--- config.mk ---
export PLATFORM = sky130hd
export DESIGN_NAME = mac_accumulator_4bit
export DESIGN_NICKNAME = d
export VERILOG_FILES = /design/src/rtl/mac_pkg.sv /design/src/rtl/mac_sat_add.sv /design/src/rtl/multiplier_4_bit.sv /design/src/rtl/mac_accumulator_4bit.sv
export SDC_FILE = /design/constraint.sdc
export NUM_CORES = 1
export LEC_CHECK = 0
export BUFFER_PORTS_ARGS = -buffer_cell sky130_fd_sc_hd__clkbuf_2
export CORE_ASPECT_RATIO = 1.1
export CORE_MARGIN = 1.5
export CORE_UTILIZATION = 40
export CTS_BUF_LIST = sky130_fd_sc_hd__clkbuf_8
export CTS_CLUSTER_SIZE = 12
export DETAILED_ROUTE_END_ITERATION = 10
export SKIP_CTS_REPAIR_TIMING = 1
export SLEW_MARGIN = 25
export SYNTH_ARGS = -nofsm -noshare
export SYNTH_HDL_FRONTEND = slang
export SYNTH_HIERARCHICAL = 1
export SYNTH_SLANG_ARGS = --single-unit
--- constraint.sdc ---
create_clock -name clk -period 5.7 [get_ports clk]
set_clock_uncertainty 0.1 [all_clocks]
set_input_delay 0.57 -clock clk [delete_from_list [all_inputs] [get_ports clk]]
set_output_delay 0.57 -clock clk [all_outputs]
set_load 0.01 [all_outputs]
--- src/rtl/mac_pkg.sv ---
// Shared types and default sizing for the MAC accumulator datapath.
package mac_pkg;

   typedef enum logic [1:0] {
      ACCUM = 2'b00,
      DRAIN = 2'b01,
      DONE  = 2'b10
   } mac_state_t;

   localparam int DEFAULT_ACC_W     = 16;
   localparam int DEFAULT_MAX_BEATS = 15;

endpackage

--- src/rtl/mac_sat_add.sv ---
// Accumulator adder: ACC_W-bit sum plus zero-extended 8-bit product, with carry out.
// Define MAC_SATURATE_EN to clamp the sum to all-ones on carry instead of wrapping.
module mac_sat_add #(
   parameter int ACC_W = 16
) (
   input  logic [ACC_W-1:0] acc,
   input  logic [7:0]       addend,
   output logic [ACC_W-1:0] sum,
   output logic             carry
);

   logic [ACC_W:0] raw;

   assign raw   = {1'b0, acc} + {{(ACC_W - 7){1'b0}}, addend};
   assign carry = raw[ACC_W];

`ifdef MAC_SATURATE_EN
   assign sum = carry ? '1 : raw[ACC_W-1:0];
`else
   assign sum = raw[ACC_W-1:0];
`endif

endmodule

--- src/rtl/multiplier_4_bit.sv ---
// Unsigned 4x4 array multiplier: shifted AND partial products summed into an 8-bit product.
module multiplier_4_bit (
   input  logic [3:0] a,
   input  logic [3:0] b,
   output logic [7:0] p
);

   logic [7:0] pp [4];

   always_comb begin
      for (int i = 0; i < 4; i++) begin
         pp[i] = 8'({4{b[i]}} & a) << i;
      end
      p = pp[0] + pp[1] + pp[2] + pp[3];
   end

endmodule

--- src/rtl/mac_accumulator_4bit.sv ---
// Burst multiply-accumulate stage: sums 4x4 products per burst and reports one result per burst.
// Optional MAC_SATURATE_EN (see mac_sat_add) selects saturating instead of wrapping accumulation.
module mac_accumulator_4bit
   import mac_pkg::*;
#(
   parameter  int ACC_W     = DEFAULT_ACC_W,
   parameter  int MAX_BEATS = DEFAULT_MAX_BEATS,
   localparam int CNT_W     = $clog2(MAX_BEATS + 1)
) (
   input  logic             clk,
   input  logic             rst,
   input  logic             in_valid,
   output logic             in_ready,
   input  logic [3:0]       a,
   input  logic [3:0]       b,
   input  logic             in_last,
   output logic             out_valid,
   input  logic             out_ready,
   output logic [ACC_W-1:0] acc_out,
   output logic [CNT_W-1:0] beat_count,
   output logic             overflow
);

   mac_state_t       state;
   logic [3:0]       op_a;
   logic [3:0]       op_b;
   logic             pend;
   logic [ACC_W-1:0] acc;
   logic [CNT_W-1:0] cnt;
   logic             ovf;
   logic [7:0]       product;
   logic [ACC_W-1:0] sum;
   logic             carry;
   logic             accept;
   logic             burst_end;

   multiplier_4_bit u_mult (
      .a (op_a),
      .b (op_b),
      .p (product)
   );

   mac_sat_add #(.ACC_W(ACC_W)) u_add (
      .acc    (acc),
      .addend (product),
      .sum    (sum),
      .carry  (carry)
   );

   assign in_ready  = (state == ACCUM) && !rst;
   assign accept    = in_valid && in_ready;
   assign burst_end = in_last || ((cnt + CNT_W'(1)) == CNT_W'(MAX_BEATS));

   // Operands are registered on accept and their product is folded in one cycle later,
   // so DRAIN exists only to absorb the last pending product before reporting.
   always_ff @(posedge clk) begin
      if (rst) begin
         state     <= ACCUM;
         op_a      <= '0;
         op_b      <= '0;
         pend      <= 1'b0;
         acc       <= '0;
         cnt       <= '0;
         ovf       <= 1'b0;
         out_valid <= 1'b0;
      end else begin
         pend <= accept;
         if (accept) begin
            op_a <= a;
            op_b <= b;
         end
         if (pend) begin
            acc <= sum;
            if (carry) begin
               ovf <= 1'b1;
            end
         end
         case (state)
            ACCUM: begin
               if (accept) begin
                  cnt <= cnt + CNT_W'(1);
                  if (burst_end) begin
                     state <= DRAIN;
                  end
               end
            end
            DRAIN: begin
               state     <= DONE;
               out_valid <= 1'b1;
            end
            DONE: begin
               if (out_ready) begin
                  acc       <= '0;
                  cnt       <= '0;
                  ovf       <= 1'b0;
                  out_valid <= 1'b0;
                  state     <= ACCUM;
               end
            end
            default: state <= ACCUM;
         endcase
      end
   end

   assign acc_out    = acc;
   assign beat_count = cnt;
   assign overflow   = ovf;

endmodule

==> results.md, run 1 <==
Global route:
- The number of global-route vias before repair is 1802.
- The total overflow left after global routing is 0.
- The pin count of the biggest net entering global routing is 18.
- The number of antenna violations at the first check in global routing is 0.
- The aggregate global-route resource usage is roughly 16%.
- The first global-routing pass estimated approximately 8200 um of wire.

STA:
- Subtracting the final worst setup slack from the clock period gives around 4.7 ns.
- The number of hold-slack violations in the final timing report is 0.
- Setup repair after global routing left no endpoint under its margin.
- The worst hold slack after final layout is roughly 0.38 ns.
- At the pin with the least slew margin, the transition time is 0.996 ns.
- Setup violations remaining at the end of the flow were counted as 0.
- In this run the tightest slew margin relative to its limit is about a third.
- Of the available clock period, the critical path in the final layout requires between 80% and 90%.
- The highest achievable clock rate is between 0.2 and 0.25 GHz.
- For the final routed database, the setup TNS stands at 0 ns.
- The number of slew-limit violations in the final report is 0.

Clocking:
- The CTS tree is built.
- Clock latency on the worst-skew pair, taken at its later pin, is between 0.2 and 0.3 ns.
- The largest buffer count on any clock path is 2.
- The clock-pin slew of the registers on the worst-case setup and hold paths is roughly 0.07 ns.
- The total number of clock tree sinks is 33.
- The total CTS buffers is 5.
- The number of H-tree levels is 2.
- The root buffer cell chosen for the clock tree is sky130_fd_sc_hd__clkbuf_8.

Yosys:
- The number of flip-flops and latches in the synthesized netlist is 33.
- The synthesized netlist contains 52 unique library cells.
- Yosys printed 6 warnings.
- When the netlist entered floorplanning its net count stood at about 310.
- The synthesized instance count is between 200 and 300.
- The most frequently used flop master after synthesis is sky130_fd_sc_hd__dfxtp_1.
- In this run the mean area of a mapped cell was approximately 8.5 um^2.
- Summing every instance area after synthesis gives between 0.002 and 0.0025 mm^2.
- In this run, synthesis inferred 0 flip-flops with an integrated enable.
- Counting flops with an async set or reset pin after synthesis yields a share of 0%.
- The portion of the post-synthesis area used by sequential elements is roughly 28%.

Drt:
- After the first detailed-routing iteration, the DRC count stood at approximately 70.
- The routed wire length per instance is about 12 um.
- In the routed layout, each cell is associated on average with a via count of 5.06.
- The detail route stage leaves a number of antenna-violating nets equal to 0.
- The overall via count from detail_route is approximately 2000.
- The detailed-route wire length is ~4600 um.
- The first TritonRoute pass finished after 4 iterations.
- The count of unresolved DRC violations after routing is 0.

Cells and area:
- The share of final-layout standard cells stronger than drive strength 1 is between 10% and 20%.
- Leaving out fill and tap cells, the most frequent cell in the layout is sky130_fd_sc_hd__clkbuf_2.
- Leaving out fill and tap cells, the most frequent cells in the layout are 35 x sky130_fd_sc_hd__clkbuf_2, 33 x sky130_fd_sc_hd__dfxtp_1, 31 x sky130_fd_sc_hd__nand2_1.
- The antenna diode instance count is 0.
- After the last flow step, the layout net total stands at around 350.
- The multi-input gate area in the final layout is 0.00153 mm^2.
- The layout-stage area growth over the synthesis result is 12.6%.
- Across the whole layout, storage elements account for approximately 660 um^2.
- After filler insertion, the fill cell instance count of the layout stands at 618.

Status:
- The flow ran to the end, and the final reports show no timing, DRC or antenna violations.

Critical path:
- Data on the critical path arrives at its endpoint at between 4 and 5 ns.
- The cell with the largest stage delay on the worst path is sky130_fd_sc_hd__a21oi_1.
- Broken down by cell family, the worst path's largest delay share belongs to adder cells.
- On the worst path, the slowest cell contributes a delay of between 0.5 and 0.6 ns.
- The kind of end point of the critical path is a register.
- Data on the critical path is required at its endpoint by roughly 5.8 ns.
- The critical path is of the reg -> reg type.
- In this run the worst path has a maximum fanout of 11.
- Counting both buffers and inverters, the worst setup path holds a total of 3.
- Walking the worst path, the cells encountered are and2_1, ha_1, inv_1, fa_1, xor2_1, fa_1, inv_1, ha_1, inv_1, fa_1, nor2b_1, o21ai_0, nand2b_1, ha_1, a21oi_1, o211ai_1, o2111ai_1, xnor2_1, mux2i_1, nor2_1.
- The startpoint type of the worst setup path is a register.

Place:
- The total of buffers placed on input and output ports is 35.
- The detailed-placement wirelength estimate is around 3500 um.
- The global placement routability congestion is roughly 0.85.

Floorplanning:
- The chip height is between 80 and 90 um.
- The horizontal die dimension is ~76 um.
- The starting utilization of the core area is 40.9%.
- After floorplanning, the core was divided into 29 placement rows.
- The die covers ~0.0063 mm^2.
- The total area inside the core boundary comes to between 0.005 and 0.006 mm^2.
- For this design the top-level I/O count stands at 36.

Pwr:
- The worst-case IR drop observed on VDD is ~120 uV.
- The reported leakage power is between 0.001 and 0.0015 uW.
- After layout, the design draws a total of 478 uW.
- For this design the ratio of total power to cell area is between 150 and 200 mW/mm^2.

Hold path:
- The worst hold path class is reg -> reg.

Run:
- The total of max-cap violations is 0.
==> layer usage <==
| layer | track usage, % | wire, um |
|---|---|---|
| met4 | 5.56 | 68 |
| met3 | 3.74 | 174 |
| met2 | 27.6 | 2260 |
| met5 | 0 | 0 |
| met1 | 19.1 | 2120 |
==> per-stage QoR <==
stage | area (um^2) | util (%) | worst slack (ns) | instances
floorplan | 2350 | - | 1.59 | 277
global route | 2640 | 46.1 | 0.575 | 386
CTS | 2640 | 46.1 | 1.04 | 386
detailed placement | 2540 | 44.3 | 1.04 | 378
finish | 2640 | 46.1 | 1.05 | 386
global placement | 2540 | 44.3 | 1.15 | 378
==> Yosys cell counts, types with 3 or more instances <==
cell type	n	area share, %
sky130_fd_sc_hd__dfxtp_1	33	28
sky130_fd_sc_hd__nand2_1	31	5.0
sky130_fd_sc_hd__nor2_1	29	4.6
sky130_fd_sc_hd__ha_1	18	9.6
sky130_fd_sc_hd__inv_1	18	2.9
sky130_fd_sc_hd__mux2i_1	18	7.7
sky130_fd_sc_hd__a21oi_1	15	3.2
sky130_fd_sc_hd__xnor2_1	11	4.1
sky130_fd_sc_hd__and2_1	7	1.9
sky130_fd_sc_hd__o21ai_0	7	1.5
sky130_fd_sc_hd__fa_1	6	5.1
sky130_fd_sc_hd__nand3_1	6	1.3
sky130_fd_sc_hd__nor3_1	6	1.3
sky130_fd_sc_hd__xor2_1	6	2.2
sky130_fd_sc_hd__and3_1	4	1.1
sky130_fd_sc_hd__nor2b_1	4	1.1
sky130_fd_sc_hd__a211oi_1	3	0.96
sky130_fd_sc_hd__a21o_1	3	0.96
sky130_fd_sc_hd__buf_2	3	0.64
sky130_fd_sc_hd__clkbuf_1	3	0.48
sky130_fd_sc_hd__nand4_1	3	0.80
sky130_fd_sc_hd__o21bai_1	3	0.96
==> logic make-up after synthesis <==
logic type / count (synthesis) / share of synthesized area [%]
multiplexers: 19 / 8.16
buffers and inverters: 30 / 6.50
XOR/XNOR: 17 / 6.34
AND/OR/NAND/NOR: 104 / 21.9
flip-flops: 33 / 28.1
adder cells (fa/ha/maj): 24 / 14.7
AO/OA/AOI/OAI: 50 / 14.3
==> sequential cells by signal, summed over array words and instances (netlist names) <==
| register | cells |
|---|---|
| acc_out | 16 |
| beat_count | 4 |
| op_a | 4 |
| op_b | 4 |
| state | 2 |
| out_valid | 1 |
| overflow | 1 |
| pend | 1 |
==> worst min-delay path, delay by kind of cell (launching register included) <==
kind,cells,cell delay [ns]
flops,1,0.33
compound gates,1,0.04
simple gates,1,0.08
==> report_power, final <==
group	internal, uW	total, uW	leakage (uW)	switching (uW)
Clock	109	195	0.0000542	86.3
Sequential	236	247	0.000268	10.7
Combinational	17.1	36.1	0.000892	19.0
Total	362	478	0.00121	116
==> layout make-up <==
cell class / count / area share, %
timing repair buffer: 35 / 6.63
inverter: 19 / 2.89
clock buffer: 7 / 3.64
tap: 77 / 3.64
multi-input combinational: 214 / 58.0
clock inverter: 1 / 0.189
sequential: 33 / 25.0
==> worst paths after layout <==
check / from / to / slack (ns) / depth (start not counted)
worst max register to register: op_a[1]$_SDFFE_PP0P_ / acc_out[11]$_SDFF_PP0_ / 1.05 / 20
worst min register to register: overflow$_SDFF_PP0_ / overflow$_SDFF_PP0_ / 0.38 / 2
worst max-delay path: op_a[1]$_SDFFE_PP0P_ / acc_out[11]$_SDFF_PP0_ / 1.05 / 20
worst min-delay path: overflow$_SDFF_PP0_ / overflow$_SDFF_PP0_ / 0.38 / 2
(Power assumes the default switching activity.)
==> inputs of run 2 (changes only) <==
==> constraint.sdc (replaced) <==
create_clock -name clk -period 3.8 [get_ports clk]
set_clock_uncertainty 0.1 [all_clocks]
set_input_delay 0.38 -clock clk [delete_from_list [all_inputs] [get_ports clk]]
set_output_delay 0.38 -clock clk [all_outputs]
set_load 0.01 [all_outputs]
==> run 2 against run 1 <==
  * The flow now finishes with violations (setup timing)
  * First-iteration DRC count down 49%
  * Largest cell class unchanged
  * Worst hold slack worse by 0.18 ns
  * Die area unchanged
  * Sequential cell count unchanged
  * Non-clock buffer count up 31
  * Sequential power up 49%
  * Count of clock-buffer cells in the layout down 2
  * Highest routed layer unchanged
==> results.md, run 2 (synthesis results as in run 1) <==
Floorplanning:
- The core outline area was 0.00573 mm^2 (unchanged).
- The overall die area was 0.00634 mm^2 (unchanged).
- The horizontal die dimension came to 76.0 um (unchanged).
- The count of boundary I/O pins is 36 (unchanged).
- The chip height is 83.3 um (unchanged).
- The site row count is 29 (unchanged).
- The starting utilization of the core area was 40.9% (unchanged).

Global route:
- The number of global-route vias before repair is 2002 (was 1802).
- The aggregate global-route resource usage was 16.3% (was 15.9%).
- The pin count of the biggest net entering global routing came to 18 (unchanged).
- The number of antenna violations at the first check in global routing is 0 (unchanged).
- The global-route congestion overflow total is 0 (unchanged).
- The wire length of the first global-routing pass is 8550 um (was 8160 um).

Drt:
- The routed wire length per instance was 13.0 um (was 12.0 um).
- The detailed-route wire length came to 5400 um (was 4630 um).
- The first-pass detailed-route iteration total was 4 (unchanged).
- The via density per instance is 5.09 (was 5.06).
- The number of DRC markers after the initial detailed-route iteration is 35 (was 69).
- The count of unresolved DRC violations after routing is 0 (unchanged).
- The overall via count from detail_route is 2123 (was 1953).
- The remaining number of nets flagged by the antenna check after routing was 0 (unchanged).

Pwr:
- The maximum vdd drop is 193 uV (was 121 uV).
- The proportion of total power due to net switching is 22.0% (was 24.3%).
- The net switching power figure is 182 uW (was 116 uW).
- The clock share of power is 47.5% (was 40.9%).
- The sequential group share of total power was 44.5% (was 51.6%).
- The power density over the cells is 257 mW/mm^2 (was 181 mW/mm^2).
- The reported leakage power is 0.00145 uW (was 0.00121 uW).
- The combinational group share of total power is 8.0% (was 7.6%).
- The cell-internal power came to 648 uW (was 362 uW).
- The total power after layout is 830 uW (was 478 uW).

Clocking:
- The largest buffer count on any clock path is 2 (unchanged).
- The root buffer cell is sky130_fd_sc_hd__clkbuf_8 (unchanged).
- The clock-pin slew of the registers on the worst-case setup and hold paths came to 0.07 ns (about the same).
- The total number of clock tree sinks was 33 (unchanged).
- The clock latency reported for the late side of the worst-skew pair came to 0.29 ns (was 0.28 ns).
- The CTS tree is built (unchanged).
- The number of H-tree levels is 2 (unchanged).
- The total CTS buffers was 5 (unchanged).

Cells and area:
- The antenna diode instance count came to 0 (unchanged).
- The layout net count was 376 (was 345).
- Commonest cells after routing, fill and taps aside: 35 x sky130_fd_sc_hd__clkbuf_2, 28 x sky130_fd_sc_hd__nand2_1, 28 x sky130_fd_sc_hd__nor2_1, 28 x sky130_fd_sc_hd__dfxtp_1, 28 x sky130_fd_sc_hd__buf_4 (was 35 x sky130_fd_sc_hd__clkbuf_2, 33 x sky130_fd_sc_hd__dfxtp_1, 31 x sky130_fd_sc_hd__nand2_1).
- The layout-stage area growth over the synthesis result is 37.5% (was 12.6%).
- The total of fill cells in the finished design came to 562 (was 618).
- The number of flip-flops under the largest register name is 16 (unchanged).
- The share of final-layout standard cells stronger than drive strength 1 is 37.6% (was 17.2%).
- The most common library cell in the layout ignoring fill and taps is sky130_fd_sc_hd__clkbuf_2 (unchanged).

STA:
- The highest achievable clock rate is 0.245 GHz (was 0.215 GHz).
- The number of hold-slack violations in the final timing report is 0 (unchanged).
- The time the final worst path needs with I/O delays and setup is 4.08 ns (was 4.65 ns).
- Unrepaired setup endpoints after global routing: yes (was no).
- The setup-violating endpoint count in the final report is 11 (was 0).
- The slew at the pin closest to its max-slew limit is 1.02 ns (was 0.996 ns).
- The number of slew-limit violations in the final report was 0 (unchanged).
- The final worst-path setup slack is -0.275 ns (was 1.05 ns).
- The fraction of the cycle the final worst path needs is 107% (was 81.6%).
- The setup TNS is -2.00 ns (was 0 ns).
- The headroom to the max-slew limit is 32.0% (was 33.5%).

Status:
- Run status: finished with violations (was finished clean).
- The checks that failed: setup timing.

Run:
- The total of max-cap violations is 0 (unchanged).

Critical path:
- The maximum fanout along the worst path is 7 (was 11).
- The kind of end point of the critical path is a register (unchanged).
- The worst path arrival time is 4.20 ns (was 4.78 ns).
- The flop-to-flop setup slack is -0.28 ns (was 1.05 ns).
- The data required time at the worst endpoint is 3.92 ns (was 5.82 ns).
- The startpoint type of the worst setup path is a register (unchanged).
- The classification of the worst setup path is reg -> reg (unchanged).

Hold path:
- The worst hold path class is in -> reg (was reg -> reg).

Place:
- The global placement routability congestion is 0.793 (was 0.847).
- The total of buffers placed on input and output ports came to 35 (unchanged).
- The detailed-placement wirelength estimate is 3790 um (was 3480 um).
## run 2: changes by cell type in the layout (fill, tap and decap cells not counted), moves of 3 or more
cell,before,now
sky130_fd_sc_hd__and3_4,0,4
sky130_fd_sc_hd__buf_4,0,28
sky130_fd_sc_hd__buf_6,0,3
sky130_fd_sc_hd__dfxtp_1,33,28
sky130_fd_sc_hd__dfxtp_2,0,3
sky130_fd_sc_hd__ha_1,18,10
sky130_fd_sc_hd__ha_4,0,7
sky130_fd_sc_hd__inv_1,18,12
sky130_fd_sc_hd__inv_2,0,6
sky130_fd_sc_hd__nand2_1,31,28
sky130_fd_sc_hd__o21ai_0,7,3
## run 2: per-layer routing
| layer | global-route usage (%) | vias up | share of wire, % |
|---|---|---|---|
| li1 | - | 1086 | - |
| met5 | 0 | - | 0 |
| met2 | 30.5 | 37 | 53 |
| met1 | 18.7 | 995 | 43 |
| met4 | 4.55 | 0 | 1.1 |
| met3 | 3.30 | 5 | 3.2 |
## run 2: through the flow
stage / util, % / setup WS (ns) / hold slack (ns) / instance area (um^2) / std cells
CTS: 52.0 / -0.352 / 0.193 / 2980 / 411
floorplan: - / -0.0645 / 0.342 / 2470 / 277
detailed placement: 49.7 / -0.342 / 0.367 / 2850 / 403
global route: 56.3 / -0.454 / 0.206 / 3230 / 417
finish: 56.3 / -0.275 / 0.201 / 3230 / 417
global placement: 49.7 / -0.313 / 0.355 / 2850 / 403
## run 2: final cells by class
cell class	instances	area, um^2	area share, %
clock buffer	5	68.8	2.13
clock inverter	3	65.1	2.02
inverter	19	76.3	2.37
multi-input combinational	214	1830	56.7
sequential	33	672	20.8
tap	77	96.3	2.99
timing repair buffer	66	419	13.0
## run 2: final timing paths
path,startpoint,endpoint,cells past startpoint
min,a[0],op_a[0]$_SDFFE_PP0P_,3
max reg2reg,op_a[1]$_SDFFE_PP0P_,acc_out[10]$_SDFF_PP0_,19
min reg2reg,overflow$_SDFF_PP0_,overflow$_SDFF_PP0_,2
max,op_a[1]$_SDFFE_PP0P_,acc_out[10]$_SDFF_PP0_,19
## run 2: power groups by stage
| stage | sequential (uW) | combinational (uW) | clock [uW] |
|---|---|---|---|
| floorplan | 371 | 48.8 | 0 |
| global placement | 378 | 63.7 | 0 |
| detailed placement | 378 | 64.0 | 0 |
| CTS | 370 | 64.6 | 405 |
| global route | 371 | 75.4 | 418 |
| finish | 369 | 66.6 | 394 |
## run 2: worst max-delay path: stages (launching register included)
cell and delay (ns):
sky130_fd_sc_hd__dfxtp_4 0.37, sky130_fd_sc_hd__and2_4 0.15, sky130_fd_sc_hd__ha_4 0.13, sky130_fd_sc_hd__inv_2 0.04
sky130_fd_sc_hd__fa_2 0.36, sky130_fd_sc_hd__xor2_2 0.16, sky130_fd_sc_hd__fa_1 0.43, sky130_fd_sc_hd__inv_1 0.07
sky130_fd_sc_hd__ha_2 0.18, sky130_fd_sc_hd__inv_2 0.04, sky130_fd_sc_hd__fa_2 0.37, sky130_fd_sc_hd__buf_6 0.15
sky130_fd_sc_hd__xnor2_4 0.12, sky130_fd_sc_hd__ha_4 0.31, sky130_fd_sc_hd__and3_4 0.20, sky130_fd_sc_hd__a22oi_2 0.09
sky130_fd_sc_hd__or4_1 0.48, sky130_fd_sc_hd__nand3_1 0.10, sky130_fd_sc_hd__mux2i_1 0.07, sky130_fd_sc_hd__nor2_1 0.12
